**src/rtl/muldiv_pkg.sv**
```systemverilog
// Shared types for the iterative multiply/divide unit.
// Op and state encodings plus the HI/LO select values.
package muldiv_pkg;

  typedef enum logic [1:0] {
    OP_MULT  = 2'b00,
    OP_MULTU = 2'b01,
    OP_DIV   = 2'b10,
    OP_DIVU  = 2'b11
  } op_t;

  typedef enum logic [1:0] {
    IDLE = 2'b00,
    CALC = 2'b01,
    FIX  = 2'b10
  } state_t;

  localparam logic HL_LO = 1'b0;
  localparam logic HL_HI = 1'b1;

endpackage

```
**src/rtl/muldiv_step.sv**
```systemverilog
// One combinational iteration: shift-add multiply or restoring divide, zero latency.
// No flow control; the caller decides when the result is registered.
module muldiv_step #(
  parameter int WIDTH = 32
) (
  input  logic               is_div,
  input  logic [2*WIDTH-1:0] acc,
  input  logic [WIDTH-1:0]   opnd,
  output logic [2*WIDTH-1:0] acc_next
);

  logic [WIDTH:0] msum;
  logic [WIDTH:0] rem;
  logic [WIDTH:0] diff;

  // acc = {partial product, multiplier} for multiply, {remainder, dividend/quotient} for divide
  always_comb begin
    msum = {1'b0, acc[2*WIDTH-1:WIDTH]} + (acc[0] ? {1'b0, opnd} : '0);
    rem  = {acc[2*WIDTH-1:WIDTH], acc[WIDTH-1]};
    diff = rem - {1'b0, opnd};
    if (!is_div)
      acc_next = {msum, acc[WIDTH-1:1]};
    else if (!diff[WIDTH])
      acc_next = {diff[WIDTH-1:0], acc[WIDTH-2:0], 1'b1};
    else
      acc_next = {rem[WIDTH-1:0], acc[WIDTH-2:0], 1'b0};
  end

endmodule

```
**src/rtl/muldiv_ctrl.sv**
```systemverilog
// MULT/MULTU/DIV/DIVU sequencer owning HI/LO; 34 cycles from start to readable result.
// Requests arriving while busy raise stall and are ignored until busy drops.
module muldiv_ctrl
  import muldiv_pkg::*;
#(
  parameter int WIDTH = 32
) (
  input  logic             clk,
  input  logic             rst,
  input  logic             start,
  input  logic [1:0]       op,
  input  logic [WIDTH-1:0] data_1,
  input  logic [WIDTH-1:0] data_2,
  input  logic             mf_req,
  input  logic             mt_we,
  input  logic             hl_sel,
  output logic [WIDTH-1:0] hl_out,
  output logic             busy,
  output logic             stall,
  output logic             done
);

  localparam int CW = (WIDTH > 1) ? $clog2(WIDTH) : 1;
  localparam logic [CW-1:0] LAST = CW'(WIDTH - 1);

  state_t             state;
  op_t                op_r;
  logic [CW-1:0]      cnt;
  logic [2*WIDTH-1:0] acc;
  logic [2*WIDTH-1:0] acc_next;
  logic [WIDTH-1:0]   opnd;
  logic [WIDTH-1:0]   raw_a;
  logic [WIDTH-1:0]   hi;
  logic [WIDTH-1:0]   lo;
  logic               neg_res;
  logic               neg_rem;
  logic               div0;

  logic               op_signed;
  logic               a_neg;
  logic               b_neg;
  logic [WIDTH-1:0]   abs_a;
  logic [WIDTH-1:0]   abs_b;
  logic               run_div;
  logic [2*WIDTH-1:0] prod_fix;
  logic [WIDTH-1:0]   q_fix;
  logic [WIDTH-1:0]   r_fix;

  assign hl_out = (hl_sel == HL_HI) ? hi : lo;
  assign stall  = busy & (start | mf_req | mt_we);

  assign op_signed = (op_t'(op) == OP_MULT) || (op_t'(op) == OP_DIV);
  assign a_neg     = op_signed & data_1[WIDTH-1];
  assign b_neg     = op_signed & data_2[WIDTH-1];
  assign abs_a     = a_neg ? (~data_1 + 1'b1) : data_1;
  assign abs_b     = b_neg ? (~data_2 + 1'b1) : data_2;
  assign run_div   = (op_r == OP_DIV) || (op_r == OP_DIVU);

  always_comb begin
    prod_fix = neg_res ? (~acc + 1'b1) : acc;
    q_fix    = neg_res ? (~acc[WIDTH-1:0] + 1'b1) : acc[WIDTH-1:0];
    r_fix    = neg_rem ? (~acc[2*WIDTH-1:WIDTH] + 1'b1) : acc[2*WIDTH-1:WIDTH];
  end

  muldiv_step #(.WIDTH(WIDTH)) u_step (
    .is_div   (run_div),
    .acc      (acc),
    .opnd     (opnd),
    .acc_next (acc_next)
  );

  always_ff @(posedge clk) begin
    if (rst) begin
      state   <= IDLE;
      op_r    <= OP_MULT;
      cnt     <= '0;
      acc     <= '0;
      opnd    <= '0;
      raw_a   <= '0;
      hi      <= '0;
      lo      <= '0;
      neg_res <= 1'b0;
      neg_rem <= 1'b0;
      div0    <= 1'b0;
      busy    <= 1'b0;
      done    <= 1'b0;
    end else begin
      done <= 1'b0;
      case (state)
        IDLE: begin
          if (start && !stall) begin
            // Multiplication commutes, so both op kinds load the same operand layout
            acc     <= {{WIDTH{1'b0}}, abs_a};
            opnd    <= abs_b;
            raw_a   <= data_1;
            op_r    <= op_t'(op);
            neg_res <= a_neg ^ b_neg;
            neg_rem <= a_neg;
            div0    <= (data_2 == '0);
            cnt     <= '0;
            busy    <= 1'b1;
            state   <= CALC;
          end else if (mt_we) begin
            if (hl_sel == HL_HI) hi <= data_1;
            else                 lo <= data_1;
          end
        end
        CALC: begin
          acc <= acc_next;
          cnt <= cnt + CW'(1);
          if (cnt == LAST) state <= FIX;
        end
        FIX: begin
          if (!run_div) begin
            hi <= prod_fix[2*WIDTH-1:WIDTH];
            lo <= prod_fix[WIDTH-1:0];
          end else if (div0) begin
            hi <= raw_a;
            lo <= '1;
          end else begin
            hi <= r_fix;
            lo <= q_fix;
          end
          busy  <= 1'b0;
          done  <= 1'b1;
          state <= IDLE;
        end
        default: begin
          busy  <= 1'b0;
          state <= IDLE;
        end
      endcase
    end
  end

endmodule
```
**config.mk**
```make
export PLATFORM = sky130hd
export DESIGN_NAME = muldiv_ctrl
export DESIGN_NICKNAME = d
export VERILOG_FILES = /design/src/rtl/muldiv_pkg.sv /design/src/rtl/muldiv_step.sv /design/src/rtl/muldiv_ctrl.sv
export SDC_FILE = /design/constraint.sdc
export NUM_CORES = 1
export LEC_CHECK = 0
export ABC_CLOCK_PERIOD_IN_PS = 6800
export CORE_ASPECT_RATIO = 0.8
export CORE_UTILIZATION = 52
export CTS_CLUSTER_DIAMETER = 30
export CTS_CLUSTER_SIZE = 24
export DETAILED_ROUTE_END_ITERATION = 8
export DONT_BUFFER_PORTS = 1
export GPL_TIMING_DRIVEN = 0
export PLACE_DENSITY = 0.67
export SLEW_MARGIN = 20
export SYNTH_ARGS = -nofsm -noshare
export SYNTH_HDL_FRONTEND = slang
export SYNTH_SLANG_ARGS = --single-unit
```
**constraint.sdc**
```tcl
create_clock -name clk -period 6.8 [get_ports clk]
set_input_delay 1.02 -clock clk [delete_from_list [all_inputs] [get_ports clk]]
set_output_delay 1.02 -clock clk [all_outputs]
set_load 0.02 [all_outputs]
```
==> run_results.csv <==
group,metric,value,unit
yosys,synth.avg_cell_area,7.44,um^2
route,drtAntennaViolNets,0,
place,dp_hpwl,58600,um
yosys,synth_area,16500,um^2
hold_path,hold_path_end,"lo[6]$_SDFFE_PP0P_",
grt,grt_max_degree,14,
yosys,ys_ff_latch,205,
yosys,synth_cells,2216,
worst_setup_path,critPathMaxFanout,10,
power_and_ir_drop,internal-power,0.00323,W
power_and_ir_drop,leakagePower,6.97,nW
cells_and_area,n_fill_cell,2830,
cts,clk_pin_slew_worst_paths,50,ps
cts,htree_levels,2,
sta,rsz0062_at_grt,"false",
sta,maxSlewViolCount,0,
grt,grt_pass1_vias,17000,
cts,clk_latency,590,ps
worst_setup_path,r2r_start,"acc[32]$_SDFFE_PP0P_",
cts,cts_hold_buf,0,
floorplan,io_pins,107,
yosys,synth_top_flop_cell,"dfxtp_1",
cells_and_area,nets,2411,
power_and_ir_drop,sw_frac_of_total,35.0,%
sta,setup_viol,0,
route,drt_iter0_markers,2605,
power_and_ir_drop,power_density,265,nW/um^2
grt,grt_pass1_wl,109000,um
cells_and_area,area_delta_synth_final,13.5,%
route,drc,0,
floorplan,rows,57,
cells_and_area,seq_area,4100,um^2
sta,relSlewSlack,20.7,%
sta,finalHoldViolCount,0,
yosys,ys_seq_area_share,24.9,%
floorplan,core,30700,um^2
floorplan,die_w,201,um
route,dr.pass1.iters,6,
route,totalWireLength,75300,um
grt,grt_usage,45.2,%
cts,cts.path.max_buffers,3,
cells_and_area,multi_input_area,11400,um^2
worst_setup_path,cp_common_cell,"buf_2",
worst_setup_path,worstPathCellList,"clkbuf_1 -> inv_1 -> fa_1 -> nor2b_1 -> o2111ai_1 -> a211o_1 -> a311oi_1 -> nor3_1 -> xnor2_1 -> buf_2 -> buf_2 -> mux2i_1 -> o21ai_0",
worst_setup_path,rr_worst_depth,13,
cts,post_cts_resize_count,0,
worst_setup_path,arrival,4670,ps
route,avgViaCountPerCell,6.80,
worst_setup_path,startpoint_type,"flop",
cells_and_area,drive_gt1_share,7.32,%
yosys,synth_top_area_share,24.9,%
floorplan,fp.dieArea,32400,um^2
yosys,synth_nets,2360,
place,dp.cells,2629,
worst_setup_path,critPathRequiredTime,7240,ps
power_and_ir_drop,combPwrFrac,23.4,%
worst_setup_path,cpMaxStageDelayCell,"fa_1",
run,max-cap-violations,0,
outcome,outcome,"finished, final reports clean",
hold_path,hold_start,"lo[6]$_SDFFE_PP0P_",
yosys,ys_types,77,
yosys,synth_warnings,0,
route,routedWlPerCell,27.7,um
cts,numCtsBuffers,49,
power_and_ir_drop,power_frac_seq,27.7,%
cts,cts_setup_buffers,0,
hold_path,min_path_type,"flop to flop",
place,io_buffers,0,
worst_setup_path,crit_type,"flop to flop",
place,gp_congestion,1.04,
floorplan,initial_utilization,53.6,%
yosys,synth_area_leader_cell,"dfxtp_1",
yosys,async_reset_ff_share,0,%
worst_setup_path,rrSetupSlack,2570,ps
sta,setup-tns-final,0,ps
power_and_ir_drop,peakVddDrop,0.197,mV
sta,min_period,4230,ps
cells_and_area,fin_cells,2722,
worst_setup_path,r2r-end,"acc[44]$_SDFFE_PP0P_",
sta,worstMarginPinSlew,1190,ps
grt,overflow,0,
sta,fmax,237,MHz
worst_setup_path,cpPeakStageDelay,500,ps
floorplan,die_h,161,um
yosys,synth_edf_count,0,
hold_path,whs_path_depth,2,
worst_setup_path,cp-end-kind,"flop",
grt,antenna_found_initial,0,
cts,cts_tree,"yes",
cts,cts_root_buf,"clkbuf_16",
sta,fin_crit_sh,62.1,%
sta,clock_skew,33.3,ps
cts,clock-sinks,205,
power_and_ir_drop,switchingPower,0.00174,W
route,num_vias,18500,
yosys,yosys-top-cells-area,"dfxtp_1, xnor2_1, a21oi_1",
power_and_ir_drop,p_clk_share,48.9,%
flip-flops by register name (all words and copies together), names as in the netlist, 2 cells and up:
| register | flops |
|---|---|
| raw_a | 32 |
| lo | 32 |
| hi | 32 |
| acc | 64 |
| state | 2 |
| cnt | 5 |
| opnd | 32 |
Yosys cell counts, types with 9 or more instances:
cell,number
a2111oi_0,21
or3_1,31
nor4_1,18
o31ai_1,31
a22oi_1,22
buf_1,14
a31oi_1,20
nor2_1,203
nand2_1,256
o22ai_1,12
o221ai_1,38
inv_1,68
a211oi_1,77
nand4_1,20
nor3_1,55
and2_1,13
a21oi_1,202
a311oi_1,14
o41ai_1,13
o211ai_1,21
dfxtp_1,205
clkbuf_1,152
mux2_2,35
xor2_1,71
nor2b_1,10
nand2b_1,18
buf_2,9
or2_2,10
a21o_1,26
o21ai_0,127
ha_1,70
nand3_1,41
mux2i_1,63
xnor2_1,120
through the flow:
stage / util [%] / power (W) / hold slack, ps / instance area (um^2) / setup WS (ps)
2_1_floorplan: - / 0.00215 / 418 / 16500 / 3490
3_3_place_gp: 55.3 / 0.00247 / 437 / 17000 / 2460
3_5_place_dp: 55.4 / 0.00249 / 442 / 17000 / 2690
4_1_cts: 60.9 / 0.00488 / 447 / 18700 / 2680
5_1_grt: 60.9 / 0.00508 / 463 / 18700 / 2400
6_report: 60.9 / 0.00496 / 450 / 18700 / 2570
logic make-up (layout without fill, tap and decap cells):
family,Yosys count,in the layout,share of synthesized area [%]
DFF,205,205,24.9
adders and majority gates,72,72,5.55
buffers and inverters,247,339,5.79
muxes,98,98,6.21
other,0,1,0
and+or+nand+nor,724,724,20.6
AOI/OAI and AO/OA,679,679,26.8
xor gates and xnor gates,191,191,10.1
placed cells by master (no fill, tap or decap), drive strengths merged, types with 59 or more instances in the layout:
cell type	netlist	final
nand2	256	256
clkbuf	153	209
dfxtp	205	205
nor2	203	203
a21oi	202	202
o21ai	130	130
xnor2	120	120
inv	68	82
a211oi	78	78
xor2	71	71
ha	70	70
mux2i	63	63
nor3	59	59
critical path: cells and delay by family (launching register included):
kind | cells | cell delay (ps)
xor+xnor | 1 | 380
compound gates | 4 | 950
fa+ha+maj | 1 | 500
buf+inv | 4 | 1290
simple gates | 2 | 260
mux | 1 | 340
flops | 1 | 380
final cells by class:
| class | count | share of cell area, % |
|---|---|---|
| flip-flops and latches | 205 | 21.9 |
| clock inverters | 36 | 2.07 |
| clock buffers | 56 | 6.97 |
| plain buffers | 178 | 3.72 |
| multi-input cells | 1764 | 61.2 |
| well taps | 413 | 2.76 |
| diodes | 1 | 0.0134 |
| inverters | 69 | 1.38 |
how the worst max path moves through the flow:
stage | startpoint | endpoint | depth (start not counted)
CTS | acc[32]$_SDFFE_PP0P_ | acc[44]$_SDFFE_PP0P_ | 13
finish | acc[32]$_SDFFE_PP0P_ | acc[44]$_SDFFE_PP0P_ | 13
global placement | acc[0]$_SDFFE_PP0P_ | acc[57]$_SDFFE_PP0P_ | 13
floorplan | data_1[6] | acc[23]$_SDFFE_PP0P_ | 9
global route | acc[32]$_SDFFE_PP0P_ | acc[55]$_SDFFE_PP0P_ | 13
detailed placement | acc[32]$_SDFFE_PP0P_ | acc[44]$_SDFFE_PP0P_ | 13
routing by layer:
metal,share of wire [%],GRT usage (%)
met4,3.2,14.7
met2,38,59.2
met1,43,65.7
met3,17,18.3
met5,0,0
power by group through the flow:
| stage | logic (W) | registers (W) | clock network, W |
|---|---|---|---|
| 2_1_floorplan | 0.000796 | 0.00136 | 0 |
| 3_3_place_gp | 0.00109 | 0.00138 | 0 |
| 3_5_place_dp | 0.00110 | 0.00139 | 0 |
| 4_1_cts | 0.00111 | 0.00137 | 0.00241 |
| 5_1_grt | 0.00123 | 0.00138 | 0.00247 |
| 6_report | 0.00116 | 0.00137 | 0.00243 |
Power figures use the tool's default switching activity.
